===== config.mk =====
export PLATFORM = sky130hd
export DESIGN_NAME = fwd_scoreboard
export DESIGN_NICKNAME = d
export VERILOG_FILES = /design/src/rtl/fwd_scoreboard.sv
export SDC_FILE = /design/constraint.sdc
export NUM_CORES = 1
export LEC_CHECK = 0
export ABC_AREA = 1
export BUFFER_PORTS_ARGS = -buffer_cell sky130_fd_sc_hd__buf_2
export CORE_MARGIN = 2
export CORE_UTILIZATION = 39
export CTS_CLUSTER_SIZE = 24
export DETAILED_ROUTE_END_ITERATION = 8
export PLACE_DENSITY = 0.76
export RECOVER_POWER = 50
export SLEW_MARGIN = 20
export SYNTH_ARGS = -nofsm -noshare
export SYNTH_HDL_FRONTEND = slang
export SYNTH_SLANG_ARGS = --single-unit

===== constraint.sdc =====
create_clock -name CLK -period 1.8 [get_ports CLK]
set_clock_uncertainty 0.1 [all_clocks]
set_input_delay 0.18 -clock CLK [delete_from_list [all_inputs] [get_ports CLK]]
set_output_delay 0.18 -clock CLK [all_outputs]
set_load 0.01 [all_outputs]

===== src/rtl/fwd_scoreboard.sv =====
// Hazard-detection and operand-forwarding scoreboard: tracks issued writers per pipeline entry,
// forwards the youngest available result per read port and stalls decode on unready operands.
module fwd_scoreboard #(
    parameter int unsigned STAGES      = 3,
    parameter int unsigned RPORTS      = 2,
    parameter int unsigned DW          = 32,
    parameter int unsigned AW          = 5,
    parameter int unsigned ALU_LAT     = 1,
    parameter int unsigned LOAD_LAT    = 2,
    parameter int unsigned FLUSH_DEPTH = 0,
    parameter int unsigned CW          = 16
) (
    input  logic                          CLK,
    input  logic                          nRST,
    input  logic                          advance,
    input  logic                          flush,
    input  logic                          issue_valid,
    input  logic                          issue_wen,
    input  logic                          issue_load,
    input  logic [AW-1:0]                 issue_wsel,
    input  logic [RPORTS-1:0][AW-1:0]     rsel,
    input  logic [RPORTS-1:0]             rused,
    input  logic [RPORTS-1:0][DW-1:0]     rf_rdat,
    input  logic [STAGES-1:0][DW-1:0]     stage_data,
    output logic [RPORTS-1:0][DW-1:0]     fwd_data,
    output logic [RPORTS-1:0]             fwd_hit,
    output logic                          stall,
    output logic [CW-1:0]                 stall_cnt
);

    logic [STAGES-1:0]         r_v;
    logic [STAGES-1:0]         r_wen;
    logic [STAGES-1:0]         r_load;
    logic [STAGES-1:0][AW-1:0] r_wsel;
    logic [CW-1:0]             r_stall_cnt;

    logic [RPORTS-1:0]         w_found;
    logic [RPORTS-1:0]         w_avail;
    logic [RPORTS-1:0][DW-1:0] w_dat;
    logic [STAGES-1:0]         w_kill;
    logic [STAGES-1:0]         w_vkept;
    logic                      w_stall;
    logic                      w_acc;

    // Scan oldest to youngest so the lowest-index match is the one left standing.
    always_comb begin
        w_found = '0;
        w_avail = '0;
        w_dat   = '0;
        for (int p = 0; p < int'(RPORTS); p++) begin
            for (int i = int'(STAGES) - 1; i >= 0; i--) begin
                if (r_v[i] && r_wen[i] && (r_wsel[i] == rsel[p]) && (rsel[p] != '0)) begin
                    w_found[p] = 1'b1;
                    w_avail[p] = (i >= (r_load[i] ? int'(LOAD_LAT) : int'(ALU_LAT)));
                    w_dat[p]   = stage_data[i];
                end
            end
        end
    end

    always_comb begin
        fwd_data = rf_rdat;
        fwd_hit  = '0;
        for (int p = 0; p < int'(RPORTS); p++) begin
            if (w_found[p] && w_avail[p]) begin
                fwd_data[p] = w_dat[p];
                fwd_hit[p]  = 1'b1;
            end
        end
    end

    always_comb begin
        w_kill = '0;
        for (int i = 0; i < int'(STAGES); i++) begin
            w_kill[i] = flush && (i < int'(FLUSH_DEPTH));
        end
    end

    assign w_vkept   = r_v & ~w_kill;
    assign w_stall   = issue_valid && (|(rused & w_found & ~w_avail));
    assign w_acc     = advance && issue_valid && !w_stall && !flush;
    assign stall     = w_stall;
    assign stall_cnt = r_stall_cnt;

    always_ff @(posedge CLK) begin
        if (!nRST) begin
            r_v         <= '0;
            r_wen       <= '0;
            r_load      <= '0;
            r_wsel      <= '0;
            r_stall_cnt <= '0;
        end else begin
            if (advance) begin
                for (int i = 1; i < int'(STAGES); i++) begin
                    r_v[i]    <= w_vkept[i-1];
                    r_wen[i]  <= r_wen[i-1];
                    r_load[i] <= r_load[i-1];
                    r_wsel[i] <= r_wsel[i-1];
                end
                r_v[0]    <= w_acc;
                r_wen[0]  <= issue_wen;
                r_load[0] <= issue_load;
                r_wsel[0] <= issue_wsel;
            end else begin
                // Flush without a shift clears the young entries in place.
                r_v <= w_vkept;
            end
            if (advance && w_stall && (r_stall_cnt != {CW{1'b1}})) begin
                r_stall_cnt <= r_stall_cnt + 1'b1;
            end
        end
    end

endmodule


== Yosys cells after proc, flatten, opt, wreduce, memory -nomap -nowiden ==
Index checks and enable logic that the tools add are counted.
Cells by class
  $add $sub $neg: 1
  $mul: 0
  divide/modulo/power cells: 0
  order comparisons: 3
  equal/unequal tests: 7
  shifts and indexed selects: 0
  multiplexer cells: 25
  bitwise operators: 3
  reductions and logical operators: 28
Operators with widths (number)
  32-bit 2-to-1 mux: 8
  5-bit == test: 6
  1-bit logical AND: 23
  16-bit by 1-bit adder with 16-bit output (second input constant): 1
  16-bit != test (second input constant): 1
  1-bit 2-to-1 mux: 14
  5-bit nonzero test: 2
  2-bit 2-to-1 mux: 3
  2-bit bitwise AND: 2
  1-bit by 2-bit greater-or-equal comparator with 1-bit output (first input constant): 2
  2-bit greater-or-equal comparator (first input constant): 1
  1-bit logical NOT: 2
  2-bit NOT: 1
  2-bit OR reduction: 1
Word-level totals
  flip-flop bits (word level): 40
  latch bits: 0
  RAM bits: 0
  bits in read-only memories: 0
  input port bits: 184
  output and inout bits: 83
  logic and storage cells: 74
  memories kept: 0

== Logic depth before layout (Yosys ltp) ==
  depth after elaboration: 13
  mapped depth: 14
  mapped depth without buffers: 14

== Worst setup path after synthesis ==
Ideal clock, no wire load.
  path kind: reg-to-reg
  start point: register r_stall_cnt[1] (netlist: stall_cnt[1])
  end point: register r_stall_cnt[10] (netlist: stall_cnt[10])
  library setup time: 132 ps
  data arrival time: 1555 ps
  data required time: 1568 ps
  path slack: 13 ps
  stages on the path, launching flop included: 8
  buffers on the path: 1
  period minus slack after synthesis: 1787 ps
  cells stage by stage: dfxtp_1 ha_1 nand2_1 nor3b_4 nand4_4 clkbuf_1 nand4_1 a21oi_1
Between the ends
  cells in the longest elaborated chain, start to end: 2
  elaborated cells between the ends (all ways): 3
  classes of those cells: add/sub: 1; eq/ne: 1; reduce/logical: 1
RTL lines
  start, declared: RTL line 35  | logic [CW-1:0] r_stall_cnt;
  start signal, assigned: RTL line 109  | r_stall_cnt <= r_stall_cnt + 1'b1;
  branches (longest 2 deep; another with 16-bit by 1-bit adder with 16-bit output)
Several ways; the timed one is not identified.
A chain may end at the register's enable or synchronous reset.

==> impl_metrics.json <==
{
  "status": "finished with violations",
  "violations": "negative setup slack",
  "vias": 6018,
  "grt_pass1_vias": 5229,
  "muxShareOfSynthArea_pct": 0,
  "cts.sinks": 39,
  "endpoint_kind": "output pin",
  "ir_drop_mv": 0.4394,
  "timing.fmax_mhz": 436.7,
  "max-cap-violations": 0,
  "hold_viol_final": 0,
  "slew_headroom_pct": 57.44,
  "synth_fa_ha_area_share_pct": 0.3069,
  "synth-edff-count": 0,
  "worst_slew_pin_slew_ns": 0.6377,
  "syn_area_sq_um": 4076,
  "drt-pass1-iter-count": 7,
  "required_ns": 1.52,
  "dieHeight_microns": 106.2,
  "ys_ff_latch": 39,
  "cp_max_fo": 8,
  "synthDistinctLibCells": 36,
  "path_class": "reg -> out",
  "met1_usage_pct": 35.91,
  "path_cells": "nand2_2, nand3b_1, nor2_4, nand2_4, o21ai_4, inv_2, nor2_4, buf_12, buf_16, nand2_4, nand2_2, buf_6",
  "grt_overflow": 0,
  "drt_drc_violations_left": 0,
  "routedWlPerCell_microns": 15.25,
  "coreArea_sq_um": 10230,
  "cts_made_buffers": 5,
  "synth-xor-area-share_pct": 5.157,
  "nFillCells": 922,
  "antenna_found_initial": 2,
  "synth_ff_type": "dfxtp_1",
  "fin_crit_sh_pct": 127.2,
  "start_util_pct": 39.84,
  "async_flop_share_pct": 0,
  "drv_slew": 0,
  "synth_top_family_by_area": "simple AND/OR/NAND/NOR gates",
  "crit_slowest_cell": "dfxtp_1",
  "avgSynthCellArea_sq_um": 5.677,
  "gp_congestion": 0.9617,
  "syn-num-nets": 903,
  "die_w_microns": 106.2,
  "dieArea_sq_um": 11290,
  "cts_tree": "built",
  "hpwlAfterDp_microns": 12630,
  "pin_count": 267,
  "rows": 37,
  "synth_cells": 718,
  "hp-class": "in -> reg",
  "grt_busiest_layer": "met2",
  "cts.htree.levels": 2,
  "synth-compound-area-share_pct": 20.32,
  "clock_path_buffers": 2,
  "synth-seq-area-share_pct": 19.15,
  "p_leak_nw": 3.522,
  "use_met2_pct": 50.00,
  "fin_area_sq_um": 6750,
  "drive_above_1_share_pct": 47.50,
  "slowest_delay_ns": 0.35,
  "grt_util_met3_pct": 3.127,
  "drt-initial-drc-count": 526,
  "grt_max_degree": 33,
  "rsz0062_at_grt": "yes",
  "finalWorstPathRequiredPeriod_ns": 2.290,
  "arrival_ns": 2.01,
  "ant_nets": 0,
  "via_per_inst": 5.279,
  "clk_pin_slew_ns": 0.08,
  "placed_cell_area_sq_um": 5723,
  "synthToLayoutAreaGrowth_pct": 65.59,
  "io_buffers": 234,
  "tns_ns": -31.34,
  "ys_warn_count": 0,
  "fin_ws_ns": -0.4898,
  "min_delay_path_depth": 3,
  "synthSimpleGateAreaFrac_pct": 44.17,
  "insertion_delay_ns": 0.30,
  "wirelength_microns": 17380,
  "grt_use_total_pct": 28.26,
  "grt_pass1_wl_microns": 25880,
  "setup_violations": 83,
  "worst_setup_path_start_kind": "register",
  "power.density_nw_per_um2": 361.0,
  "root_buffer": "clkbuf_8",
  "reg2reg_depth": 16,
  "final_nets": 1186
}
-- through the flow --
step / total power, mW / setup WS, ns / cells / hold slack (ns) / util (%)
after global routing: 2.579 / -0.5885 / 1139 / 0.02395 / 65.95
after global placement: 1.596 / -0.2170 / 1107 / 0.3047 / 55.94
after CTS: 2.390 / -0.4731 / 1129 / 0.001806 / 60.83
after floorplan: 1.236 / 0.01295 / 718 / 0.2149 / -
after detailed placement: 1.603 / -0.2159 / 1107 / 0.3072 / 55.94
final: 2.437 / -0.4898 / 1140 / 0.005568 / 65.98
-- final timing paths --
check	start	to	slack, ns
worst max register to register	r_wsel[8]	stall_cnt[8]	-0.18
worst min-delay path	issue_wsel[2]	r_wsel[2]	0.006
worst max-delay path	r_v[1]	fwd_data[13]	-0.49
worst min register to register	r_load[0]	r_load[1]	0.40
-- state kept, by name, indices dropped and copies added, names as in the netlist --
register   count
r_wsel        15
r_load         2
stall_cnt     16
r_v            3
r_wen          3
-- area by class of cell --
| cell class | instances | area (sq um) | share of cell area, % |
|---|---|---|---|
| Multi-Input combinational cell | 581 | 3308 | 49.01 |
| Timing Repair Buffer | 315 | 2106 | 31.20 |
| Sequential cell | 39 | 810.8 | 12.01 |
| Inverter | 59 | 235.2 | 3.485 |
| Tap cell | 136 | 170.2 | 2.521 |
| Clock buffer | 5 | 68.82 | 1.019 |
| Clock inverter | 3 | 46.29 | 0.6858 |
| Antenna cell | 2 | 5.005 | 0.07414 |
-- cells in the mapped netlist, types with 4 or more instances --
master / number / area [sq um]
a21oi_1: 33 / 165.2
nor2_1: 67 / 251.5
nor3_1: 11 / 55.05
nand2_2: 8 / 50.05
o21ai_0: 67 / 335.3
nor2_2: 6 / 37.54
nand2_1: 233 / 874.6
inv_1: 42 / 157.7
inv_2: 12 / 45.04
nand3_1: 43 / 215.2
buf_4: 5 / 37.54
buf_2: 14 / 70.07
nand4_1: 19 / 118.9
xnor2_1: 11 / 96.34
o21bai_1: 14 / 105.1
clkbuf_1: 17 / 63.81
xor2_1: 13 / 113.9
o2111ai_1: 12 / 105.1
or2_2: 8 / 50.05
clkinv_1: 4 / 15.01
o21ai_1: 16 / 80.08
buf_6: 4 / 45.04
dfxtp_1: 39 / 780.8
-- layer usage --
layer / wire [microns] / share of wire [%]
met1: 7170 / 41
met2: 8503 / 49
met3: 1120 / 6.4
met4: 589 / 3.4
met5: 0 / 0
-- what timing repair did --
| action | CTS | global route |
|---|---|---|
| setup buffers | 10 | 6 |
| gates resized for setup | 76 | 113 |
| hold buffers | 1 | 0 |
| endpoints found under the setup margin | 83 | 83 |
| pin swaps | 21 | 46 |
| gates cloned | 4 | 4 |
| hold endpoints to repair | 1 | 0 |
-- report_power, final --
group	leakage (nW)	switching, mW	internal [mW]
sequential	0.326	0.0348	0.898
combinational	3.14	0.391	0.359
clock	0.0548	0.336	0.418
total	3.52	0.762	1.67
-- logic make-up after synthesis --
| group | Yosys count |
|---|---|
| buffers and inverters | 100 |
| and+or+nand+nor | 407 |
| xor gates and xnor gates | 24 |
| AOI/OAI and AO/OA | 147 |
| adders and majority gates | 1 |
| DFF | 39 |
-- worst max-delay path, delay by kind of cell, from the launching register on --
kind,cells,cell delay [ns]
buf+inv,4,0.47
simple gates,7,0.80
compound gates,1,0.08
flops,1,0.35
-- cell usage in the layout, fill, tap and decap left out, types with 4 or more instances in the layout --
master,count
a21oi_2,9
o2111ai_1,12
buf_12,7
xnor2_1,8
dfxtp_4,4
inv_1,33
nor2_1,55
nand3_4,5
xor2_1,13
buf_6,23
o21ai_0,56
nor3_1,6
o21ai_1,21
clkbuf_8,5
nand4_1,19
nor2_2,10
a21oi_1,24
inv_2,20
o21bai_1,13
nor2_4,11
buf_4,51
dfxtp_1,23
buf_2,225
or2_2,8
nand2_4,16
nand2_2,28
nand2_1,198
nand3_2,9
dfxtp_2,12
nand3_1,35
o21ai_2,6
Power figures use the tool's default switching activity.
